**config.mk**
```make
export PLATFORM = sky130hd
export DESIGN_NAME = ram_dump_controller_flat
export DESIGN_NICKNAME = d
export VERILOG_FILES = /design/src/rtl/cpu_pkg.sv /design/src/rtl/ram_dump_controller_if.sv /design/src/rtl/uart_tx_byte.sv /design/src/rtl/ram_dump_controller.sv /design/src/flat_wrapper.sv
export SDC_FILE = /design/constraint.sdc
export NUM_CORES = 1
export LEC_CHECK = 0
export CORE_ASPECT_RATIO = 1.4
export CORE_MARGIN = 10
export CORE_UTILIZATION = 47
export CTS_CLUSTER_DIAMETER = 60
export DETAILED_ROUTE_END_ITERATION = 6
export PLACE_DENSITY = 0.7
export RECOVER_POWER = 50
export SETUP_SLACK_MARGIN = 0.02
export SYNTH_ARGS = -nofsm -noshare
export SYNTH_HDL_FRONTEND = slang
export SYNTH_SLANG_ARGS = --single-unit
```
**constraint.sdc**
```tcl
create_clock -name clk -period 3.6 [get_ports clk]
set_clock_uncertainty 0.1 [all_clocks]
set_input_delay 0.54 -clock clk [delete_from_list [all_inputs] [get_ports clk]]
set_output_delay 0.54 -clock clk [all_outputs]
set_load 0.05 [all_outputs]
```
**src/rtl/cpu_pkg.sv**
```systemverilog
// Shared CPU-side widths and the RAM dump controller state encoding.
// Latency: none (declarations only).
// Backpressure: not applicable.
package cpu_pkg;

    // RAM and memory address register widths.
    localparam int ADDR_W = 4;
    localparam int DATA_W = 8;

    // One UART 8N1 frame: start bit, eight data bits, stop bit.
    localparam int FRAME_BITS = 10;

    // Dump sequencer states. The START / DATA / STOP phases of each word
    // live inside uart_tx_byte; the sequencer waits in DS_SEND for them.
    // The step to the next word is folded into the last stop cycle, so it
    // has no state of its own.
    typedef enum logic [2:0] {
        DS_IDLE   = 3'd0,
        DS_ADDR   = 3'd1,
        DS_LOAD   = 3'd2,
        DS_SEND   = 3'd3,
        DS_FINISH = 3'd4
    } dump_state_t;

endpackage

```
**src/rtl/ram_dump_controller_if.sv**
```systemverilog
// Bundle between the dump controller, the RAM read port and the UART pin.
// Latency: none (wiring only).
// Backpressure: none; start is a request pulse, busy/done report progress.
interface ram_dump_controller_if;
    import cpu_pkg::*;

    logic              start;
    logic              mem_select;
    logic [ADDR_W-1:0] mem_address;
    logic [DATA_W-1:0] mem_data;
    logic              tx;
    logic              busy;
    logic              done;

    // Controller side.
    modport master (
        input  start,
        input  mem_data,
        output mem_select,
        output mem_address,
        output tx,
        output busy,
        output done
    );

    // Requester / RAM / host side.
    modport slave (
        output start,
        output mem_data,
        input  mem_select,
        input  mem_address,
        input  tx,
        input  busy,
        input  done
    );

endinterface

```
**src/rtl/uart_tx_byte.sv**
```systemverilog
// Serialises one byte as an 8N1 UART frame, LSB first, on a registered tx pin.
// Latency: tx drops for the start bit at the edge that samples load; frame lasts 10*CLKS_PER_BIT cycles.
// Backpressure: busy is low only when a new load can be taken at the coming edge (idle or final stop cycle).
module uart_tx_byte
    import cpu_pkg::*;
#(
    parameter int CLKS_PER_BIT = 868
) (
    input  logic              clk,
    input  logic              rst,
    input  logic              load,
    input  logic [DATA_W-1:0] data,
    output logic              tx,
    output logic              busy
);

    localparam int                CNT_W      = (CLKS_PER_BIT > 1) ? $clog2(CLKS_PER_BIT) : 1;
    localparam logic [CNT_W-1:0]  CNT_RELOAD = CNT_W'(CLKS_PER_BIT - 1);
    localparam logic [3:0]        LAST_BIT   = 4'(FRAME_BITS - 1);

    logic              active;
    logic [CNT_W-1:0]  baud_cnt;
    logic [3:0]        bit_idx;
    // Bits still to be shifted out after the one on tx: data then stop.
    logic [DATA_W:0]   pending;
    logic              bit_end;
    logic              last_cycle;

    assign bit_end    = active && (baud_cnt == '0);
    assign last_cycle = bit_end && (bit_idx == LAST_BIT);

    // Busy drops during the final stop cycle so the next word can follow
    // without an extra idle cycle; the caller never loads sooner anyway.
    assign busy = active && !last_cycle;

    // Baud counter, bit index and shift register; reload at each bit boundary.
    always_ff @(posedge clk or posedge rst) begin
        if (rst) begin
            active   <= 1'b0;
            baud_cnt <= '0;
            bit_idx  <= '0;
            pending  <= '1;
            tx       <= 1'b1;
        end else if (load) begin
            active   <= 1'b1;
            baud_cnt <= CNT_RELOAD;
            bit_idx  <= '0;
            pending  <= {1'b1, data};
            tx       <= 1'b0;
        end else if (active) begin
            if (baud_cnt == '0) begin
                baud_cnt <= CNT_RELOAD;
                if (bit_idx == LAST_BIT) begin
                    active  <= 1'b0;
                    bit_idx <= '0;
                    tx      <= 1'b1;
                end else begin
                    bit_idx <= bit_idx + 4'd1;
                    tx      <= pending[0];
                    pending <= {1'b1, pending[DATA_W:1]};
                end
            end else begin
                baud_cnt <= baud_cnt - 1'b1;
            end
        end
    end

endmodule

```
**src/rtl/ram_dump_controller.sv**
```systemverilog
// Walks RAM addresses 0..NUM_WORDS-1 and streams each word out over UART 8N1.
// Latency: first start bit two cycles after start is sampled; 2+10*CLKS_PER_BIT cycles per word.
// Backpressure: start is ignored while busy; nothing is queued.
module ram_dump_controller
    import cpu_pkg::*;
#(
    parameter int CLKS_PER_BIT = 868,   // must be >= 2
    parameter int NUM_WORDS    = 16     // must not exceed 2**ADDR_W
) (
    input  logic                    clk,
    input  logic                    rst,
    ram_dump_controller_if.master   bus
);

    localparam logic [ADDR_W-1:0] LAST_ADDR = ADDR_W'(NUM_WORDS - 1);

    dump_state_t state;
    dump_state_t state_nxt;

    logic uart_load;
    logic uart_busy;
    logic last_word;
    logic word_done;
    logic sel_nxt;
    logic done_nxt;

    assign last_word = (bus.mem_address == LAST_ADDR);
    // The serialiser is in its final stop cycle: this is the folded NEXT step.
    assign word_done = (state == DS_SEND) && !uart_busy;

    // State register plus registered copies of the status outputs.
    always_ff @(posedge clk or posedge rst) begin
        if (rst) begin
            state          <= DS_IDLE;
            bus.mem_select <= 1'b0;
            bus.busy       <= 1'b0;
            bus.done       <= 1'b0;
        end else begin
            state          <= state_nxt;
            bus.mem_select <= sel_nxt;
            bus.busy       <= sel_nxt;
            bus.done       <= done_nxt;
        end
    end

    // Address sequencing: clear on an accepted start, step once per finished word.
    always_ff @(posedge clk or posedge rst) begin
        if (rst) begin
            bus.mem_address <= '0;
        end else if ((state == DS_IDLE) && bus.start) begin
            bus.mem_address <= '0;
        end else if (word_done && !last_word) begin
            bus.mem_address <= bus.mem_address + 1'b1;
        end
    end

    // Next-state selection.
    always_comb begin
        state_nxt = state;
        case (state)
            DS_IDLE:   if (bus.start) state_nxt = DS_ADDR;
            DS_ADDR:   state_nxt = DS_LOAD;
            DS_LOAD:   state_nxt = DS_SEND;
            DS_SEND:   if (word_done) state_nxt = last_word ? DS_FINISH : DS_ADDR;
            DS_FINISH: state_nxt = DS_IDLE;
            default:   state_nxt = DS_IDLE;
        endcase
    end

    // Output decode; status bits are taken from the next state so that the
    // registered versions line up with the state they describe.
    always_comb begin
        sel_nxt   = (state_nxt != DS_IDLE);
        done_nxt  = (state_nxt == DS_FINISH);
        // RAM data has settled for a full cycle by the end of LOAD; the
        // serialiser captures it at that edge and never looks at it again.
        uart_load = (state == DS_LOAD);
    end

    uart_tx_byte #(
        .CLKS_PER_BIT (CLKS_PER_BIT)
    ) u_uart_tx_byte (
        .clk  (clk),
        .rst  (rst),
        .load (uart_load),
        .data (bus.mem_data),
        .tx   (bus.tx),
        .busy (uart_busy)
    );

endmodule
```
**src/flat_wrapper.sv**
```systemverilog
// flat-port wrapper written by rule: the top's interface ports become plain ports
module ram_dump_controller_flat import cpu_pkg::*;
#(
    parameter int CLKS_PER_BIT = 868,                  
    parameter int NUM_WORDS    = 16                                 
)
  (clk, rst, bus_start, bus_mem_data, bus_mem_select, bus_mem_address, bus_tx, bus_busy, bus_done);
  ram_dump_controller_if bus_i ();
  input  logic clk;
  input  logic rst;
  input wire logic [$bits(bus_i.start)-1:0] bus_start;
  input wire logic [$bits(bus_i.mem_data)-1:0] bus_mem_data;
  output wire logic [$bits(bus_i.mem_select)-1:0] bus_mem_select;
  output wire logic [$bits(bus_i.mem_address)-1:0] bus_mem_address;
  output wire logic [$bits(bus_i.tx)-1:0] bus_tx;
  output wire logic [$bits(bus_i.busy)-1:0] bus_busy;
  output wire logic [$bits(bus_i.done)-1:0] bus_done;
  assign bus_i.start = bus_start;
  assign bus_i.mem_data = bus_mem_data;
  assign bus_mem_select = bus_i.mem_select;
  assign bus_mem_address = bus_i.mem_address;
  assign bus_tx = bus_i.tx;
  assign bus_busy = bus_i.busy;
  assign bus_done = bus_i.done;
  ram_dump_controller #(.CLKS_PER_BIT(CLKS_PER_BIT), .NUM_WORDS(NUM_WORDS)) u_core (.clk(clk), .rst(rst), .bus(bus_i));
endmodule
```
==> flow_summary.toml <==
[worst_hold_path]
min_path_type = "register to register"

[die]
fp.coreArea_um2 = 3610
io-pin-count = 19
die_h_um = 91.7
fp.dieArea_um2 = 6530
start_util_pct = 47.8
fp-row-count = 26
die_w_um = 71.2

[synth]
async_flop_share_pct = 100
ys.flop_type = "dfrtp_1"
yosys_warnings = 0
ys_types = 45
syn-mean-instance-area_um2 = 10.5
synth_area_um2 = 1730
ys_seq_area_share_pct = 48.5
synth_edf_count = 0
synth_cells = 165
syn-num-nets = 181
ys_seq_elements = 33

[sta]
fmax_ghz = 0.357
tightest_slew_ns = 1.01
fin_ws_ns = 0.795
drv_slew = 0
period_needed_ns = 2.80
grt_setup_unrepaired = "false"
timing.final.hold_violations = 0
relSlewSlack_pct = 32.8
fin_setup_tns_ns = 0
hold-worst-slack_ns = 0.413
setup_viol = 0
period_share_pct = 77.9

[setup_path]
crit_path_max_incr_delay_ns = 0.67
crit_path_end_kind = "register"
cp_cell_sequence = "inv_1, ha_1, nor3b_1, nand4_1, o21ai_1, mux2_2"
crit_required_ns = 3.71
crit_path_max_fanout = 11
arrival_ns = 2.92
critPathKind = "register to register"
worstSetupStartpointType = "register"
slowest_stage = "o21ai_1"

[drt]
drc_errors = 0
wl_met1_um = 1370
wl_met2_um = 1820
viasPerCell = 5.70
drt_pre_antenna_iters = 4
vias = 1317
ant_nets = 0
wirelength_um = 3490
avgRoutedWirePerCell_um = 15.1
top_layer = "met4"
wl_met3_um = 193
drt_iter0_drc = 50

[power_and_ir_drop]
power_frac_comb_pct = 36.3
p_seq_share_pct = 41.1
power.internal_w = 0.00101
p_leak_nw = 0.836
power.net_switching_w = 0.000566
clkPwrFrac_pct = 22.6
peakVddDrop_mv = 0.496
power_density_nw_per_um2 = 764
netSwitchingFraction_pct = 35.8

[clock_network]
cts_setup_buffers = 0
post_cts_resized = 0
cts_tree = "done"
htree_levels = 2
clock-sinks = 33
clkLatencyLatePin_ns = 0.29
cts-root-buf = "clkbuf_8"
clockBufferDepth = 2
hold_buffers = 0
cts_buffers = 5
clk_transition_reported_paths_ns = 0.06

[final_layout]
num-fill-cells = 297
drive_gt1_share_pct = 18.5
fin_nets = 204
area_delta_synth_final_pct = 19.8
final_util_pct = 57.2
diodes = 0
fin_area_um2 = 2070

[global_route]
grt_usage_pct = 11.0
globalRoute.totalOverflow = 0
grt_pass1_wl_um = 5980
grt_pass1_vias = 1384
grt_max_degree = 28
grt_antenna_before_repair = 0

[placed_design]
hpwlAfterDp_um = 2610
place_congestion = 0.796
place_ws_ns = 0.829
place_area_um2 = 1960
port_buffers = 18

[status]
status = "complete, no violations"

[job]
maxCapViolations = 0
power groups by stage:
stage          Sequential [W]  Combinational (W)  Clock (W)
2_1_floorplan        0.000694           0.000371          0
3_3_place_gp         0.000644           0.000557          0
3_5_place_dp         0.000652           0.000580          0
4_1_cts              0.000646           0.000583   0.000367
5_1_grt              0.000668           0.000636   0.000380
6_report             0.000649           0.000574   0.000357
stage by stage:
stage                     power, W  cells
after floorplan            0.00107    165
after global routing       0.00168    231
after global placement     0.00120    223
after CTS                  0.00160    231
after detailed placement   0.00123    223
final                      0.00158    231
sequential cells by signal, indices dropped and copies added (netlist names):
register / count
u_core.u_uart_tx_byte.baud_cnt: 10
u_core.u_uart_tx_byte.pending: 8
u_core.bus.mem_address: 4
u_core.u_uart_tx_byte.bit_idx: 4
u_core.state: 3
u_core.bus.done: 1
u_core.bus.mem_select: 1
u_core.u_uart_tx_byte.active: 1
u_core.u_uart_tx_byte.tx: 1
final timing paths:
check / startpoint / end / slack [ns] / depth (start not counted)
setup / recovery: u_core.u_uart_tx_byte.baud_cnt[0] / u_core.u_uart_tx_byte.pending[4] / 0.80 / 6
hold / removal: u_core.u_uart_tx_byte.pending[7] / u_core.u_uart_tx_byte.pending[7] / 0.41 / 1
hold reg to reg: u_core.u_uart_tx_byte.pending[7] / u_core.u_uart_tx_byte.pending[7] / 0.41 / 1
max in group asynchronous: rst / u_core.u_uart_tx_byte.pending[0] / 1.83 / 3
min in group asynchronous: rst / u_core.u_uart_tx_byte.bit_idx[2] / 0.83 / 2
setup reg to reg: u_core.u_uart_tx_byte.baud_cnt[0] / u_core.u_uart_tx_byte.pending[4] / 0.80 / 6
critical path, delay by kind of cell, from the launching register on:
family	cells	cell delay, ns
AOI/OAI and AO/OA	1	0.67
DFF	1	0.41
muxes	1	0.41
buffers and inverters	1	0.09
adders and majority gates	1	0.15
and+or+nand+nor	2	0.90
placed cells by master, fill, tap and decap left out, types with 2 or more instances in the layout:
cell / n
dlygate4sd3_1: 2
clkdlybuf4s50_1: 16
o31ai_1: 2
dfstp_2: 9
nor2_1: 13
a21oi_1: 8
nand3_1: 3
or3_1: 2
and3_1: 5
clkbuf_8: 6
nand4_1: 2
nand2_1: 12
o21ai_0: 5
mux2_2: 14
nor3_1: 5
a211oi_1: 3
mux2i_1: 2
ha_1: 5
nand2b_1: 2
nor2b_1: 2
inv_1: 8
xor2_1: 6
clkbuf_1: 3
or4_1: 3
nand3b_1: 2
dfrtp_1: 24
o211ai_1: 4
logic make-up after synthesis:
logic type	synth area share, %
AO/OA/AOI/OAI	11.4
XOR/XNOR	3.55
adder cells (fa/ha/maj)	3.63
buffers and inverters	3.05
flip-flops	48.5
multiplexers	10.3
AND/OR/NAND/NOR	19.6
layer usage:
metal,global-route usage [%],up-vias
met4,5.99,0
met5,0,-
met1,10.4,640
met3,4.42,10
met2,19.5,29
li1,-,638
cells in the mapped netlist (all sizes together), types with 4 or more instances:
| cell | number | area, µm² |
|---|---|---|
| a21oi | 8 | 40.0 |
| and3 | 5 | 31.3 |
| dfrtp | 24 | 601 |
| dfstp | 9 | 236 |
| ha | 5 | 62.6 |
| inv | 8 | 30.0 |
| mux2 | 14 | 158 |
| nand2 | 12 | 45.0 |
| nor2 | 13 | 48.8 |
| nor3 | 5 | 25.0 |
| o211ai | 4 | 30.0 |
| o21ai | 6 | 30.0 |
| or4 | 4 | 33.8 |
| xor2 | 6 | 52.6 |
final cells by class:
class | instances | area, µm² | share of cell area (%)
Sequential cell | 33 | 837 | 40.5
Inverter | 8 | 30.0 | 1.45
Clock inverter | 1 | 30.0 | 1.45
Timing Repair Buffer | 21 | 195 | 9.44
Tap cell | 42 | 52.6 | 2.54
Multi-Input combinational cell | 119 | 836 | 40.4
Clock buffer | 7 | 86.3 | 4.18
No activity file was read; power rests on OpenSTA's default activity.
==> edit (same flow settings) <==
`DATA_W`: 8 -> 7.
--- a/src/rtl/cpu_pkg.sv
+++ b/src/rtl/cpu_pkg.sv
@@ -5,7 +5,7 @@
 
     // RAM and memory address register widths.
     localparam int ADDR_W = 4;
-    localparam int DATA_W = 8;
+    localparam int DATA_W = 7;
 
     // One UART 8N1 frame: start bit, eight data bits, stop bit.
     localparam int FRAME_BITS = 10;
Ports: changed (resized bus_mem_data); port bits go from 19 to 18. No check against the original RTL was run, so the function may have changed too.
==> edit against the unedited design <==
- wire length up 0.60%
- count of clock-buffer cells in the layout rose by 1
- sequential cell count shrank 1
- synthesized area shrank 2.0%
- core utilization increased by 1.1 points
- non-clock buffer count shrank 2
- worst setup slack improved by 0.42 ns
- cell area fell by 3.8%
- critical endpoint is now u_core.u_uart_tx_byte.pending[0]$_DFFE_PP1P_
- largest cell class is now multi-input gates
Power is not compared: it rests on default switching activity, and its combinational part moved more than twofold at a synthesized area within 25%.
==> edit: results (changes against the unedited design) <==
[synthesis]
muxShareOfSynthArea_pct = 8.58  ; -1.7 points
synth_cells = 157  ; -4.8%
synth_warnings = 0  ; unchanged
synth.distinct_cells = 47  ; +4.4%
synth-main-ff-cell = dfrtp_1
synth_top_cells_by_area = dfrtp_1 (36%), dfstp_2 (12%), mux2_2 (8.0%), ha_1 (3.7%), nand2_1 (3.6%)
yosys-top-cells-count = dfrtp_1 (24), nand2_1 (16), mux2_2 (12)
synth_nets = 172  ; -5.0%
ys_seq_area_share_pct = 47.9  ; -0.58 points
synth_compound_area_share_pct = 13.9  ; +2.5 points
synthAdderAreaFrac_pct = 3.70  ; +0.072 points
async_reset_ff_share_pct = 100  ; unchanged
synth-xor-area-share_pct = 3.62  ; +0.071 points

[detailed_routing]
dr.pass1.iters = 4  ; unchanged
wl_met2_um = 1770  ; -2.9%
vias_per_cell = 5.72  ; +0.33%
wl_um = 3510  ; +0.60%
routedWlPerCell_um = 16.1  ; +6.6%
met1_length_um = 1470  ; +6.7%
drtIter0Drc = 109  ; +120%
met3WireLength_um = 170  ; -12%

[sta]
fin_crit_ns = 2.38  ; -0.422 ns
hold-worst-slack_ns = 0.417  ; +0.00434 ns
max_slew_margin_pct = 31.8  ; -0.97 points

[worst_setup_path]
path_class = flip-flop to flip-flop
worstReg2RegEnd = u_core.u_uart_tx_byte.pending[0]$_DFFE_PP1P_
cp.arrival_ns = 2.49  ; -0.43 ns
critPathMaxFanout = 12  ; +1

[grt]
first_global_vias = 1340  ; -3.2%
grt_pass1_wl_um = 6150  ; +2.8%
grt_max_degree = 28  ; unchanged
grt.met3_usage_pct = 4.68  ; +0.26 points
use_met2_pct = 19.3  ; -0.27 points
grt_usage_pct = 11.6  ; +0.56 points
gr-usage-met1_pct = 11.7  ; +1.2 points

[cts]
root_buffer = clkbuf_8
htree_levels = 2  ; unchanged
path_clk_slew_ns = 0.07
cts.repair.resized = 0  ; unchanged
cts_made_buffers = 5  ; unchanged

[finish]
drive_gt1_share_pct = 20.2  ; +1.7 points
fin_nets = 192  ; -5.9%
fill_cells = 304  ; +2.4%
reg.largest.list = u_core.u_uart_tx_byte.baud_cnt (10), u_core.u_uart_tx_byte.pending (7)

[placement]
placedCellCount = 210  ; -5.8%
post_dp_cell_area_um2 = 1890  ; -3.3%
place_congestion = 0.785  ; -1.3%
numPortBuffers = 17  ; -1
dp_hpwl_um = 2550  ; -2.4%
pre_cts_ws_ns = 1.22  ; +0.396 ns

[run_status]
status = complete, no violations

[power]
leakagePower_nw = 0.772

[min_path]
min_path_type = flip-flop to flip-flop

[edit: changes by cell type after synthesis, moves of 2 or more]
| cell | unedited run | this run |
|---|---|---|
| and3_1 | 5 | 0 |
| a21oi_1 | 8 | 4 |
| nand2_1 | 12 | 16 |
| nor2_1 | 13 | 10 |
| xnor2_1 | 1 | 4 |
| xor2_1 | 6 | 3 |
| a211oi_1 | 3 | 1 |
| a41o_2 | 0 | 2 |
| mux2_2 | 14 | 12 |
[edit: report_power, final]
part           switching (W)  internal (W)  total [W]
Combinational      0.0000103     0.0000137  0.0000240
Sequential        0.00000217      0.000367   0.000369
Clock               0.000130      0.000174   0.000304
[edit: final cells by class]
cell class	instances	area [um^2]	share of cell area, %
Timing Repair Buffer	19	181	9.12
Clock buffer	8	100	5.03
Multi-Input combinational cell	111	817	41.1
Tap cell	40	50.0	2.52
Inverter	8	30.0	1.51
Sequential cell	32	811	40.8
[edit: how the worst min path moves through the flow]
stage | start | to | cells past startpoint
final | u_core.state[2]$_DFF_PP0_ | u_core.bus.mem_select$_DFF_PP0_ | 1
after CTS | u_core.state[2]$_DFF_PP0_ | u_core.bus.mem_select$_DFF_PP0_ | 1
after detailed placement | u_core.state[2]$_DFF_PP0_ | u_core.bus.mem_select$_DFF_PP0_ | 1
after floorplan | u_core.state[1]$_DFF_PP0_ | u_core.state[1]$_DFF_PP0_ | 1
after global routing | u_core.u_uart_tx_byte.tx$_DFFE_PP1P_ | u_core.u_uart_tx_byte.tx$_DFFE_PP1P_ | 2
after global placement | u_core.state[2]$_DFF_PP0_ | u_core.state[1]$_DFF_PP0_ | 1
[edit: worst max-delay path, stage by stage (launching register included)]
cell     delay, ns
dfrtp_1       0.40
inv_1         0.09
ha_1          0.16
nor3b_1       0.46
nand4_2       0.36
o21ai_4       0.36
mux2_2        0.38
